## config.mk

```make
export PLATFORM = sky130hd
export DESIGN_NAME = mul_seq_ctrl
export DESIGN_NICKNAME = d
export VERILOG_FILES = /design/src/rtl/mul_seq_ctrl.sv
export SDC_FILE = /design/constraint.sdc
export NUM_CORES = 1
export LEC_CHECK = 0
export CORE_ASPECT_RATIO = 2
export CORE_MARGIN = 1.5
export CORE_UTILIZATION = 60
export DETAILED_ROUTE_END_ITERATION = 16
export DONT_BUFFER_PORTS = 1
export HOLD_SLACK_MARGIN = 0.08
export MAX_ROUTING_LAYER = met4
export PLACE_DENSITY = 0.74
export SLEW_MARGIN = 10
export SYNTH_ARGS = -nofsm -noshare
export SYNTH_HDL_FRONTEND = slang
export SYNTH_SLANG_ARGS = --single-unit
```

## constraint.sdc

```tcl
create_clock -name clk -period 36.4 [get_ports clk]
set_input_delay 1.82 -clock clk [delete_from_list [all_inputs] [get_ports clk]]
set_output_delay 1.82 -clock clk [all_outputs]
set_load 0.02 [all_outputs]
```

## src/rtl/mul_seq_ctrl.sv

```systemverilog
// mul_seq_ctrl: multi-cycle unsigned shift-and-add multiplier controller.
//
// The block runs one WIDTH-bit ripple adder over WIDTH iterations. A
// start/busy/done handshake frames each request, and the 2*WIDTH-bit product
// is registered. It sits in the RV32M MUL/MULHU execute path.
//
// Optional feature macro: MUL_EARLY_TERM_EN
//   When defined, a zero operand on the accepting edge skips the iterations.
//   The block goes straight to DONE with a zero product (latency 1).
//   When undefined, no zero-detect logic exists and every operand pair takes
//   the full iterative latency.

// Plain ripple-carry adder: one full-adder cell per bit.
module adder #(
    parameter int SIZE = 32
) (
    input  logic [SIZE-1:0] operandA,
    input  logic [SIZE-1:0] operandB,
    input  logic            carryIn,
    output logic [SIZE-1:0] sum,
    output logic            carryOut
);

    logic [SIZE:0] carry;

    assign carry[0] = carryIn;

    // Carry ripples bit by bit; bit i consumes carry[i] and produces carry[i+1].
    for (genvar i = 0; i < SIZE; i++) begin : g_fa
        assign sum[i]       = operandA[i] ^ operandB[i] ^ carry[i];
        assign carry[i + 1] = (operandA[i] & operandB[i]) |
                              (carry[i] & (operandA[i] ^ operandB[i]));
    end

    assign carryOut = carry[SIZE];

endmodule

module mul_seq_ctrl #(
    parameter int WIDTH = 32
) (
    input  logic                 clk,
    input  logic                 reset,
    input  logic                 start,
    input  logic [WIDTH-1:0]     multiplicand,
    input  logic [WIDTH-1:0]     multiplier,
    output logic                 busy,
    output logic                 done,
    output logic [2*WIDTH-1:0]   product
);

    // Counter must hold values up to WIDTH.
    localparam int CNT_W = $clog2(WIDTH + 1);

    typedef enum logic [1:0] {
        IDLE = 2'd0,
        RUN  = 2'd1,
        DONE = 2'd2
    } state_t;

    state_t                 state_q;
    logic [WIDTH-1:0]       acc_q;      // high partial product
    logic [WIDTH-1:0]       mq_q;       // multiplier, shifting into low product bits
    logic [WIDTH-1:0]       mcand_q;    // captured multiplicand
    logic [CNT_W-1:0]       cnt_q;      // iterations completed
    logic                   busy_q;
    logic                   done_q;
    logic [2*WIDTH-1:0]     product_q;

    // Adder hookup and next values for one shift-add iteration.
    logic [WIDTH-1:0]       add_b;
    logic [WIDTH-1:0]       add_sum;
    logic                   add_cout;
    logic [WIDTH-1:0]       acc_d;
    logic [WIDTH-1:0]       mq_d;
    logic [CNT_W-1:0]       cnt_d;
    logic [2*WIDTH-1:0]     product_d;
    logic                   last_iter;

    // The only adder in the multiply path; the carry-in is never used.
    adder #(
        .SIZE (WIDTH)
    ) u_adder (
        .operandA (acc_q),
        .operandB (add_b),
        .carryIn  (1'b0),
        .sum      (add_sum),
        .carryOut (add_cout)
    );

    // One iteration: add mcand when the current multiplier LSB is set, then
    // shift {carry, sum, mq} right by one. The carry-out becomes acc's MSB, so
    // no bit of the 2*WIDTH result is lost.
    always_comb begin
        add_b     = mq_q[0] ? mcand_q : '0;
        acc_d     = {add_cout, add_sum[WIDTH-1:1]};
        mq_d      = {add_sum[0], mq_q[WIDTH-1:1]};
        cnt_d     = cnt_q + CNT_W'(1);
        product_d = {add_cout, add_sum, mq_q[WIDTH-1:1]};
        last_iter = (cnt_q == CNT_W'(WIDTH - 1));
    end

    // Control FSM plus datapath registers; reset discards any in-flight work.
    always_ff @(posedge clk) begin
        if (reset) begin
            state_q   <= IDLE;
            acc_q     <= '0;
            mq_q      <= '0;
            mcand_q   <= '0;
            cnt_q     <= '0;
            busy_q    <= 1'b0;
            done_q    <= 1'b0;
            product_q <= '0;
        end else begin
            case (state_q)
                IDLE: begin
                    done_q <= 1'b0;
                    if (start) begin
                        acc_q   <= '0;
                        mq_q    <= multiplier;
                        mcand_q <= multiplicand;
                        cnt_q   <= '0;
                        busy_q  <= 1'b1;
`ifdef MUL_EARLY_TERM_EN
                        // A zero operand gives a zero product, so the
                        // iterations are skipped.
                        if ((multiplicand == '0) || (multiplier == '0)) begin
                            product_q <= '0;
                            done_q    <= 1'b1;
                            state_q   <= DONE;
                        end else begin
                            state_q   <= RUN;
                        end
`else
                        state_q <= RUN;
`endif
                    end else begin
                        busy_q <= 1'b0;
                    end
                end

                RUN: begin
                    acc_q <= acc_d;
                    mq_q  <= mq_d;
                    cnt_q <= cnt_d;
                    if (last_iter) begin
                        product_q <= product_d;
                        done_q    <= 1'b1;
                        state_q   <= DONE;
                    end
                end

                DONE: begin
                    done_q  <= 1'b0;
                    busy_q  <= 1'b0;
                    state_q <= IDLE;
                end

                default: begin
                    done_q  <= 1'b0;
                    busy_q  <= 1'b0;
                    state_q <= IDLE;
                end
            endcase
        end
    end

    assign busy    = busy_q;
    assign done    = done_q;
    assign product = product_q;

endmodule

```

## Word level (Yosys, flattened, before mapping)

Cells that the tools add are included.

- $add $sub $neg: 1
- Equal/unequal tests: 4
- Muxes and demuxes: 12
- Bitwise operators: 158
- Reduce and logical (&&, ||, !) cells: 7

Operators by type and width:

| operator | number |
|---|---|
| $pmux 32 s2 | 2 |
| $mux 32 | 3 |
| $and 1x1->1 | 63 |
| $xor 1x1->1 | 63 |
| $or 1x1->1 | 31 |
| $pmux 6 s2 | 1 |
| $reduce_and 2->1 | 4 |
| $add 6x1->6 const B | 1 |
| $eq 6x5->1 const B | 1 |
| $mux 6 | 1 |
| $mux 2 | 2 |
| $ne 2x2->1 const B | 2 |
| $pmux 2 s2 | 1 |
| $eq 2x1->1 const B | 1 |
| $logic_not 2->1 | 1 |
| $pmux 1 s2 | 1 |
| $reduce_bool 2->1 | 1 |
| $reduce_or 2->1 | 1 |
| $mux 1 | 1 |
| $not 1->1 | 1 |

- Bits in registers: 170
- Input bits: 67
- Output and inout port bits: 66
- Logic and storage cells: 190

## Longest topological paths before layout

Gate-level depths: netlist (run 1).

- Word-level depth: 65
- Mapped depth: 40
- Mapped depth without buffers: 39

## Hierarchy

Synthesis (run 1) repeated with hierarchy kept, for this count alone.

- Cell total of the unflattened synthesis: 795
- Area total of the unflattened synthesis: 7522.2 um^2

Modules (own cells, without submodules):

| module | times used | cells each | area an instance (um^2) | seq. area each (um^2) |
|---|---|---|---|---|
| mul_seq_ctrl | 1 | 753 | 6844.1 | 3403.3 |
| adder | 1 | 42 | 678.2 | 0.0 |

## Worst setup path after synthesis (run 1)

No wires, ideal clock.

- Path kind: register to register
- Start point: register mq_q[0]
- End point: register product_q[62], in the netlist product[62]
- Setup time: 0.101 ns
- Data arrival time: 13.071 ns
- Required time: 36.299 ns
- Setup slack: 23.228 ns
- Stages on the path, launching flop included: 41
- Buffers on the path: 1
- Period minus slack after synthesis: 13.172 ns
- Path through: dfxtp_1 > clkbuf_1 > and2_1 > ha_1 > inv_1 > fa_1 > fa_1 > fa_1 > fa_1 > fa_1 > fa_1 > fa_1 > fa_1 > fa_1 > fa_1 > fa_1 > fa_1 > fa_1 > [... 5 more ...] > fa_1 > fa_1 > fa_1 > fa_1 > fa_1 > fa_1 > inv_1 > fa_1 > inv_1 > fa_1 > fa_1 > fa_1 > inv_1 > fa_1 > fa_1 > inv_1 > fa_1 > o41ai_1

- Word-level cells in the longest chain between the ends: 63
- Elaborated cells on any way between the ends: 124
- Those cells by class: mux (1); bitwise (123)

Ends and longest elaborated chain:

| what | line | source |
|---|---|---|
| start: declaration | 63 | `logic [WIDTH-1:0] mq_q;` |
| start signal: assignment | 120 | `mq_q <= multiplier;` |
| start signal: assignment | 144 | `mq_q <= mq_d;` |
| $mux 32 (*) | 95 | `add_b = mq_q[0] ? mcand_q : '0;` |
| $and 1x1->1 or $xor 1x1->1 (tied branches) | 31, 32 |  |
| $and 1x1->1 | 32 | `(carry[i] & (operandA[i] ^ operandB[i]));` |
| $or 1x1->1 | 31 | `assign carry[i + 1] = (operandA[i] & operandB[i]) \|` |
| $and 1x1->1 | 32 |  |
| $or 1x1->1 | 31 |  |
| $and 1x1->1 | 32 |  |
| $or 1x1->1 | 31 |  |
| [... 47 more ...] | n/a |  |
| $or 1x1->1 | 31 |  |
| $and 1x1->1 | 32 |  |
| $or 1x1->1 | 31 |  |
| $and 1x1->1 | 32 |  |
| $or 1x1->1 | 31 |  |
| $and 1x1->1 | 32 |  |
| $or 1x1->1 | 31 |  |
| $xor 1x1->1 (*) | 30 | `assign sum[i] = operandA[i] ^ operandB[i] ^ carry[i];` |
| end signal: assignment | 147 | `product_q <= product_d;` |
| end: declaration | 68 | `logic [2*WIDTH-1:0] product_q;` |

Mark *: on every way between the ends. The rest lies on a longest branch, timed or not.
A chain may end at the register's enable or synchronous reset.

## Worst setup path after layout (run 1)

Ends and elaborated chain as after synthesis.

==> results by group, run 1 <==
Run status
  • Status: finished clean

Yosys
  • Post-Synthesis Cells: 798
  • Most frequent cells after synthesis: dfxtp_1, nand2_1, a21oi_1
  • Synth Area in XOR/XNOR: 0%
  • Combinational family with the most area after synthesis: compound AO/OA/AOI/OAI gates
  • Fraction of registers with async set/reset: 0%
  • Post-synthesis mux area share: 4.997%
  • Compound-cell area share of the yosys netlist: 20.22%
  • Synth Register Bits: 170
  • Top-count cell post-synth: dfxtp_1
  • Post-synth EDFFs: 0
  • Adder-Cell Fraction of Synth Area: 8.594%
  • Synth unique cells: 38
  • Post-synth top area share: 45.30%
  • Post-Synth Simple-Gate Area: 14.49%
  • Main flop type after synthesis: dfxtp_1
  • Mapped cell area: 7512 um2
  • Yosys top cell by area: dfxtp_1
  • Top area cells in the synthesized netlist: dfxtp_1, fa_1, nand2_1, mux2i_1, o221a_2
  • Syn_nets: 898
  • Yosys warns: 0
  • Sequential fraction of the synthesis area: 45.30%
  • Mapped Avg Cell Area: 9.414 um2

Clocking
  • Num CTS Buffers: 17
  • Cts repair resizes: 0
  • Hold-fix buffers, CTS: 0
  • CTS tree: yes
  • Clock Latency Late Sink: 0.42 ns
  • CTS sink cnt: 170
  • Post CTS Setup Buffer Count: 0
  • Depth of the CTS H-tree: 4
  • Worst-path clk slew: 0.06 ns
  • CTS root buffer: clkbuf_16
  • Clock Path Buffers: 2

STA
  • Worst Skew: 0.008894 ns
  • Slew Limit Fails: 0
  • Fin crit period: 13.85 ns
  • RSZ-0062 raised after global routing: false
  • Setup-failing EPs final: 0
  • Post-Route Setup TNS: 0 ns
  • Fmax: 72.21 MHz
  • Tightest Pin Transition: 1.217 ns
  • Crit share post-route: 38.04%
  • Slew margin rel.: 18.88%
  • Final hold vios: 0

Drt
  • DRC viols: 0
  • DRT iter0 DRCs: 215
  • Via count: 5543
  • Per-cell routed wire length: 17.92 um
  • Routed vias/inst: 6.085
  • Drt total wl: 16330 um
  • Antenna Nets Post-Route: 0
  • DRT Pass-1 Iters: 4

Final layout
  • Final-stage net count: 851
  • Fin cells: 911
  • Area Overhead vs Synth: 6.579%
  • Layout cells sized above 1: 9.948%
  • Ant diodes: 0
  • Fillers: 995

Critical path
  • Startpoint Class: flip-flop
  • Critical path's largest stage delay: 0.46 ns
  • CP max-delay cell: fa_1
  • Critical path class: reg2reg
  • CP Capture Type: flip-flop
  • Crit path arrival time: 14.16 ns
  • CP Max Fanout: 33
  • Worst Path Required: 36.71 ns
  • CP dominant cell by count: fa_1

Global routing
  • GRT overflow: 0
  • Initial antenna violation count: 0
  • GRT Overall Usage: 26.63%
  • Largest net degree at the start of global routing: 126
  • Wire length of the first global-routing pass: 26720 um
  • Number of global-route vias before repair: 5611

Die
  • Die W: 82.12 um
  • Die height: 161.2 um
  • Full die area: 13240 um2
  • Initial Util: 61.60%
  • Row count: 57
  • Core area: 12200 um2
  • Io pins: 133

Place
  • DP Cell Count: 879
  • Port Buf Inserts: 0
  • RePlAce Congestion: 0.8068
  • HPWL after detailed placement: 10630 um

Flow run
  • Maxcap violations: 0

Power and ir drop
  • Switch share: 24.42%
  • Peak supply drop: 0.03199 mV
  • Power per Cell Area: 50.98 nW/um2
  • Reg power frac: 49.1%
  • Cell internal pwr: 0.3085 mW
  • Clock power share: 43.5%
  • Tot Pwr: 0.4082 mW
  • Switch Pwr: 0.09967 mW
  • Combinational share of power: 7.4%
  • LEAKAGE: 2.640 nW

Hold path
  • Hold Path Class: reg2reg
[per-layer routing]
layer,vias to the layer above,global-route usage [%],routed length [um]
met1,2657,29.41,6247
li1,2684,-,-
met4,0,11.94,520
met3,46,5.650,764
met2,156,44.75,8793
met5,-,-,0
[critical path, delay by kind of cell, from the launching register on]
| kind | cells | cell delay (ns) |
|---|---|---|
| adders and majority gates | 32 | 12.31 |
| buffers and inverters | 6 | 0.61 |
| AOI/OAI and AO/OA | 1 | 0.34 |
| DFF | 1 | 0.31 |
| and+or+nand+nor | 1 | 0.18 |
[per-stage QoR]
stage          setup WS, ns  hold slack [ns]  util, %  area, um2
4_1_cts               22.50           0.4500    65.65       8006
6_report              22.55           0.4499    65.65       8006
5_1_grt               22.04           0.4709    65.65       8006
3_3_place_gp          22.86           0.4379    60.91       7428
3_5_place_dp          22.57           0.4404    60.91       7428
2_1_floorplan         23.23           0.4317        -       7512
[power groups by stage]
stage          combinational, mW  clock (mW)  sequential, mW
2_1_floorplan             0.0284           0           0.201
3_3_place_gp              0.0292           0           0.204
3_5_place_dp              0.0301           0           0.205
4_1_cts                   0.0304       0.181           0.201
5_1_grt                   0.0339       0.188           0.202
6_report                  0.0301       0.177           0.201
[layout by cell type (no fill, tap or decap), types with 2 or more instances in the layout]
cell	instances
a21oi_1	65
a22o_1	4
and2_1	5
buf_4	9
bufinv_16	2
clkbuf_1	3
clkbuf_16	17
clkinv_4	2
clkinvlp_4	4
dfxtp_1	169
fa_1	31
ha_1	2
inv_1	35
inv_6	2
mux2i_1	36
nand2_1	165
nand3_1	2
nand3b_1	2
nor2_1	35
nor2b_1	32
o2111ai_1	2
o211ai_1	29
o221a_2	32
o2bb2ai_1	29
o41ai_1	31
[state kept, by name (all words and copies together), names as in the netlist]
register	flops
done	1
acc_q	32
mcand_q	32
mq_q	32
busy	1
product	64
state_q	2
cnt_q	6
[cells by family after synthesis]
group | Yosys count
compound gates | 197
fa+ha+maj | 33
buf+inv | 111
flops | 170
mux | 37
simple gates | 250
[layout make-up]
class                           instances  area [um2]  share of cell area [%]
Multi-Input combinational cell        517        3635                   45.40
Sequential cell                       170        3405                   42.52
Clock buffer                           20       436.7                   5.454
Tap cell                              147       183.9                   2.297
Clock inverter                         12       141.4                   1.766
Inverter                               36       137.6                   1.719
Timing Repair Buffer                    9       67.56                  0.8439
[final timing paths]
kind	from	to	slack [ns]	cells past startpoint
worst min-delay path	mcand_q[31]	mcand_q[31]	0.45	2
worst min register to register	mcand_q[31]	mcand_q[31]	0.45	2
worst max-delay path	mq_q[0]	product[62]	22.55	40
worst max register to register	mq_q[0]	product[62]	22.55	40
Note: power is estimated with default switching activity, not from simulation.
==> run 2, diff against run 1 <==
Settings changed: CORE_UTILIZATION 60 to 57, PLACE_DENSITY 0.74 to 0.73.
Clock period 36.4 ns to 11.8 ns, I/O delays scaled along.
==> results by group, run 2 (synthesis results as in run 1) <==
Run status
  • Status: complete, but fails checks
  • Failing checks: setup timing

Final layout
  • Area Overhead vs Synth: 8.195%
  • Ant diodes: 0 (unchanged)
  • Layout cells sized above 1: 15.86% (+5.9 points)
  • Commonest cells after routing, fill and taps aside: dfxtp_1, nand2_1, a21oi_1
  • Commonest non-fill, non-tap cell in the layout: dfxtp_1
  • Finished Cell Area: 8128 um2 (+1.5%)
  • Number of flip-flops in the largest register: 64 (unchanged)
  • Final core utilization: 62.92% (-2.7 points)
  • Final-stage net count: 852 (+0.12%)

Clocking
  • Clock Latency Late Sink: 0.42 ns (about the same)
  • CTS tree: yes
  • Depth of the CTS H-tree: 4 (unchanged)
  • Hold-fix buffers, CTS: 0 (unchanged)
  • CTS sink cnt: 170 (unchanged)
  • Worst-path clk slew: 0.07 ns (about the same)
  • Num CTS Buffers: 17 (unchanged)
  • Clock Path Buffers: 2 (unchanged)
  • CTS root buffer: clkbuf_16
  • Post CTS Setup Buffer Count: 0 (unchanged)

Critical path
  • Critical path's largest stage delay: 0.45 ns (about the same)
  • CP Capture Type: flip-flop
  • Worst Reg2Reg Path Length in Cells: 39 (-2.5%)
  • Reg2Reg Setup Slack: -0.12 ns (-22.67 ns)
  • Critical R2R Capture: product[62]
  • Worst Path Required: 12.11 ns (-24.60 ns)
  • CP max-delay cell: fa_2
  • Reg2Reg Launch Point: mcand_q[0]
  • Crit path arrival time: 12.23 ns (-1.93 ns)
  • Startpoint Class: flip-flop
  • Critical path class: reg2reg
  • CP Max Fanout: 2 (-94%)
  • Crit path from: mcand_q[0]
  • CP dominant cell by count: fa_2

Hold path
  • Hold Path Class: in2reg
  • Hold path start: reset
  • Worst Hold Path EP: mcand_q[14]
  • Hold Path Stages: 1 (-1)

STA
  • Setup-failing EPs final: 3 (+3)
  • Final hold vios: 0 (unchanged)
  • Fmax: 83.92 MHz (+16%)
  • Crit share post-route: 101.0% (+63 points)
  • Slew Limit Fails: 0 (unchanged)
  • Tightest Pin Transition: 1.163 ns (-0.05379 ns)
  • RSZ-0062 raised after global routing: true
  • Slew margin rel.: 22.28% (+3.4 points)
  • Post-Route Setup TNS: -0.2278 ns (-0.2278 ns)
  • Worst Skew: 0.01522 ns (+0.006328 ns)
  • Setup WS post-layout: -0.1154 ns (-22.67 ns)
  • Fin crit period: 11.92 ns (-1.933 ns)

Global routing
  • Number of global-route vias before repair: 5591 (-0.36%)
  • Initial antenna violation count: 0 (unchanged)
  • Met3 Use GR: 4.473% (-1.2 points)
  • GRT Overall Usage: 25.21% (-1.4 points)
  • Largest net degree at the start of global routing: 72 (-43%)
  • Met1 usage: 27.65% (-1.8 points)
  • Wire length of the first global-routing pass: 27470 um (+2.8%)
  • GR Util met2: 44.00% (-0.75 points)
  • GRT overflow: 0 (unchanged)
  • Gr busiest metal: met2

Place
  • Placed Area: 7501 um2 (+0.98%)
  • Port Buf Inserts: 0 (unchanged)
  • HPWL after detailed placement: 10810 um (+1.6%)
  • RePlAce Congestion: 0.8315 (+3.1%)
  • Post-placement setup slack: -0.3256 ns (-22.90 ns)

Die
  • Io pins: 133 (unchanged)
  • Initial Util: 58.15% (-3.4 points)
  • Row count: 59 (+3.5%)
  • Core area: 12920 um2 (+5.9%)
  • Die height: 165.4 um (+2.5%)
  • Full die area: 13920 um2 (+5.1%)
  • Die W: 84.18 um (+2.5%)

Drt
  • Per-cell routed wire length: 18.32 um (+2.2%)
  • Drt total wl: 16770 um (+2.7%)
  • DRC viols: 0 (unchanged)
  • DRT Pass-1 Iters: 6 (+2)
  • Routed vias/inst: 6.028 (-0.92%)
  • DRT iter0 DRCs: 156 (-27%)
  • Antenna Nets Post-Route: 0 (unchanged)
  • Via count: 5516 (-0.49%)

Power and ir drop
  • Tot Pwr: 1.259 mW (+210%)
  • Power per Cell Area: 154.9 nW/um2 (+200%)
  • LEAKAGE: 2.692 nW (+2.0%)
  • Peak supply drop: 0.1264 mV (+290%)

Flow run
  • Maxcap violations: 0 (unchanged)
==> run 2: changes by cell type in the layout (fill, tap and decap cells not counted), moves of 2 or more <==
cell,change
inv_2,+5
clkinvlp_4,-3
clkbuf_1,-3
fa_2,+31
dfxtp_1,-2
inv_1,-5
fa_1,-31
dfxtp_2,+2
clkinv_2,+2
o41ai_2,+2
o41ai_1,-2
inv_6,+2
==> run 2: how the worst max path moves through the flow <==
stage                        to  slack, ns  cells past startpoint
CTS                 product[62]      -0.13                     39
global route        product[62]      -0.41                     39
floorplan           product[62]       0.01                     40
global placement    product[62]      -0.09                     39
detailed placement  product[62]      -0.33                     39
finish              product[62]      -0.12                     39
==> run 2: layer usage <==
metal / vias up / routed length, um
met4: 0 / 583
li1: 2681 / -
met3: 35 / 691
met5: - / 0
met1: 2654 / 6537
met2: 146 / 8953
==> run 2: timing repair <==
item | CTS | global route
setup endpoints to repair | 5 | 6
endpoints found under the hold margin | 0 | 0
resized for setup | 11 | 9
pin swaps | 14 | 2
==> run 2: layout make-up <==
class / count / area, um2
inverter: 36 / 137.6
fill: 1065 / 4791
multi-input combinational: 517 / 3749
timing repair buffer: 10 / 75.07
tap: 152 / 190.2
clock buffer: 17 / 425.4
sequential: 170 / 3407
clock inverter: 13 / 143.9
==> run 2: per-stage QoR <==
step	hold WS (ns)	cells
after floorplan	0.4317	798
after global placement	0.4374	885
after detailed placement	0.4424	885
after CTS	0.2223	915
after global routing	0.2285	915
final	0.2373	915
==> run 2: worst max-delay path, delay by kind of cell, from the launching register on <==
| family | cells | cell delay, ns |
|---|---|---|
| AO/OA/AOI/OAI | 1 | 0.29 |
| adder cells (fa/ha/maj) | 32 | 10.79 |
| buffers and inverters | 5 | 0.23 |
| flip-flops | 1 | 0.34 |
| AND/OR/NAND/NOR | 1 | 0.14 |
==> run 2: power breakdown <==
| part | total, mW | leakage (nW) | switching, mW | internal (mW) |
|---|---|---|---|---|
| Clock | 0.545 | 0.280 | 0.233 | 0.312 |
| Sequential | 0.619 | 1.38 | 0.0229 | 0.596 |
| Combinational | 0.0949 | 1.03 | 0.0536 | 0.0413 |
==> run 3, diff against run 2 <==
Settings changed: ABC_AREA set to 1.
==> results by group, run 3 <==
Run status
  • Status: complete, but fails checks
  • Failing checks: setup timing

Hold path
  • Hold path start: reset
  • Worst Hold Path EP: product[12]
  • Hold Path Stages: 1 (unchanged)
  • Hold Path Class: in2reg

Final layout
  • Footprint of the multi-input gates: 3623 um2 (-3.3%)
  • Register area: 3406 um2 (about the same)
  • Number of flip-flops in the largest register: 64 (unchanged)
  • Commonest non-fill, non-tap cell in the layout: nand2_1
  • Fin cells: 1197 (+31%)
  • Area Overhead vs Synth: 7.690%
  • Commonest cells after routing, fill and taps aside: nand2_1, dfxtp_1, nor2_1
  • Layout cells sized above 1: 9.213% (-6.6 points)
  • Fillers: 1212 (+14%)
  • Final-stage net count: 1129 (+33%)
  • Ant diodes: 0 (unchanged)

Global routing
  • Initial antenna violation count: 0 (unchanged)
  • Wire length of the first global-routing pass: 29570 um (+7.7%)
  • Largest net degree at the start of global routing: 92 (+28%)
  • Number of global-route vias before repair: 6208 (+11%)
  • GRT overflow: 0 (unchanged)
  • GRT Overall Usage: 26.35% (+1.1 points)

Critical path
  • Startpoint Class: flip-flop
  • Reg2Reg Setup Slack: -0.07 ns (+0.05 ns)
  • CP max-delay cell: fa_2
  • Critical path's largest stage delay: 0.53 ns (+0.08 ns)
  • Crit path arrival time: 12.19 ns (-0.04 ns)
  • Reg2Reg Launch Point: mq_q[0]
  • Critical R2R Capture: product[62]
  • CP Max Fanout: 2 (unchanged)
  • Worst Reg2Reg Path Length in Cells: 42 (+7.7%)
  • Worst Path Required: 12.12 ns (about the same)
  • Critical path class: reg2reg
  • CP Capture Type: flip-flop
  • CP dominant cell by count: fa_2

Drt
  • DRT iter0 DRCs: 331 (+110%)
  • DRT Pass-1 Iters: 5 (-1)
  • Per-cell routed wire length: 14.93 um (-19%)
  • Drt total wl: 17870 um (+6.6%)
  • DRC viols: 0 (unchanged)
  • Antenna Nets Post-Route: 0 (unchanged)
  • Routed vias/inst: 5.261 (-13%)
  • Via count: 6297 (+14%)

Flow run
  • Maxcap violations: 0 (unchanged)

Yosys
  • Yosys top cell by area: dfxtp_1
  • Mapped Avg Cell Area: 7.306 um2 (-22%)
  • Sequential fraction of the synthesis area: 43.58% (-1.7 points)
  • Adder-Cell Fraction of Synth Area: 8.267% (-0.33 points)
  • Syn_nets: 1169 (+30%)
  • Top-count cell post-synth: nand2_1
  • Yosys warns: 0 (unchanged)
  • Synth Area in XOR/XNOR: 0% (unchanged)
  • Combinational family with the most area after synthesis: simple AND/OR/NAND/NOR gates
  • Main flop type after synthesis: dfxtp_1
  • Compound-cell area share of the yosys netlist: 4.950% (-15 points)
  • Synth Register Bits: 170 (unchanged)
  • Post-synth top area share: 43.58% (-1.7 points)
  • Post-synth EDFFs: 0 (unchanged)
  • Synth unique cells: 26 (-32%)
  • Post-Synth Simple-Gate Area: 31.80% (+17 points)
  • Most frequent cells after synthesis: nand2_1, dfxtp_1, nor2_1
  • Top area cells in the synthesized netlist: dfxtp_1, nand2_1, fa_1, nor2_1, inv_1
  • Post-Synthesis Cells: 1069 (+34%)
  • Fraction of registers with async set/reset: 0% (unchanged)
  • Post-synthesis mux area share: 0% (-5.0 points)
  • Mapped cell area: 7810 um2 (+4.0%)

Die
  • Core area: 13440 um2 (+4.0%)
  • Io pins: 133 (unchanged)
  • Initial Util: 58.12% (about the same)
  • Die W: 85.77 um (+1.9%)
  • Full die area: 14460 um2 (+3.9%)
  • Die height: 168.5 um (+1.9%)
  • Row count: 60 (+1.7%)

Place
  • RePlAce Congestion: 0.8496 (+2.2%)
  • HPWL after detailed placement: 11650 um (+7.9%)
  • DP Cell Count: 1164 (+32%)
  • Post-placement setup slack: -0.2261 ns (+0.09949 ns)
  • Port Buf Inserts: 0 (unchanged)

STA
  • Fmax: 84.25 MHz (+0.39%)
  • Slew Limit Fails: 0 (unchanged)
  • Fin crit period: 11.87 ns (-0.04574 ns)
  • Final hold vios: 0 (unchanged)
  • Slew margin rel.: 27.78% (+5.5 points)
  • Setup-failing EPs final: 2 (-1)
  • Setup WS post-layout: -0.06971 ns (+0.04574 ns)
  • Tightest Pin Transition: 1.083 ns (-0.07967 ns)
  • Crit share post-route: 100.6% (-0.39 points)
  • Worst Skew: 0.01361 ns (-0.001616 ns)
  • Post-Route Setup TNS: -0.07891 ns (+0.1489 ns)
  • Hold_ws: 0.2327 ns (-0.004614 ns)
  • RSZ-0062 raised after global routing: true

Power and ir drop
  • Peak supply drop: 0.1067 mV (-16%)
  • Power per Cell Area: 146.4 nW/um2 (-5.5%)
  • LEAKAGE: 3.637 nW (+35%)
  • Tot Pwr: 1.231 mW (-2.2%)

Clocking
  • CTS root buffer: clkbuf_16
  • Worst-path clk slew: 0.07 ns (about the same)
  • Clock Path Buffers: 2 (unchanged)
  • Num CTS Buffers: 17 (unchanged)
  • CTS tree: yes
  • CTS sink cnt: 170 (unchanged)
  • Depth of the CTS H-tree: 4 (unchanged)
  • Clock Latency Late Sink: 0.43 ns (about the same)
==> run 3: worst max-delay path by stage <==
stage / cells past startpoint / start / to
6_report: 42 / mq_q[0] / product[62]
3_3_place_gp: 42 / mq_q[0] / product[62]
4_1_cts: 42 / mq_q[0] / product[62]
5_1_grt: 42 / mq_q[0] / product[62]
3_5_place_dp: 42 / mq_q[0] / product[62]
2_1_floorplan: 44 / mq_q[0] / product[62]
==> run 3: what timing repair did <==
item,4_1_cts,5_1_grt
hold endpoints to repair,0,0
gates resized for setup,4,17
hold buffers,0,0
pin swaps,1,4
endpoints found under the setup margin,3,7
setup buffers,0,1
==> run 3: metal layers <==
layer / vias to the layer above / GRT usage (%) / share of wire, %
met5: - / - / 0
met4: 0 / 9.187 / 1.9
met3: 24 / 4.047 / 4.8
met2: 181 / 46.76 / 53
met1: 2900 / 29.69 / 40
li1: 3192 / - / -
==> run 3: logic make-up after synthesis <==
group,after synthesis
buf+inv,211
flops,170
compound gates,74
simple gates,581
fa+ha+maj,33
==> run 3: through the flow <==
step	utilization (%)	area, um2
finish	62.59	8411
global route	62.59	8411
CTS	62.25	8366
detailed placement	57.81	7769
global placement	57.81	7769
floorplan	-	7880
==> run 3: area by class of cell <==
| cell class | count | area share, % |
|---|---|---|
| Tap cell | 155 | 2.306 |
| Timing Repair Buffer | 7 | 0.6248 |
| Multi-Input combinational cell | 688 | 43.08 |
| Sequential cell | 170 | 40.49 |
| Inverter | 145 | 6.486 |
| Clock buffer | 18 | 5.222 |
| Clock inverter | 14 | 1.785 |
==> run 3: where the power goes <==
| part | internal [mW] | switching (mW) | total [mW] |
|---|---|---|---|
| logic | 0.0217 | 0.0478 | 0.0695 |
| registers | 0.591 | 0.0118 | 0.602 |
| clock network | 0.307 | 0.252 | 0.559 |
| total | 0.919 | 0.312 | 1.23 |
==> run 3: critical path: cells and delay by family (launching register included) <==
kind	cells	cell delay [ns]
fa+ha+maj	32	10.85
flops	1	0.34
simple gates	4	0.30
buf+inv	6	0.29
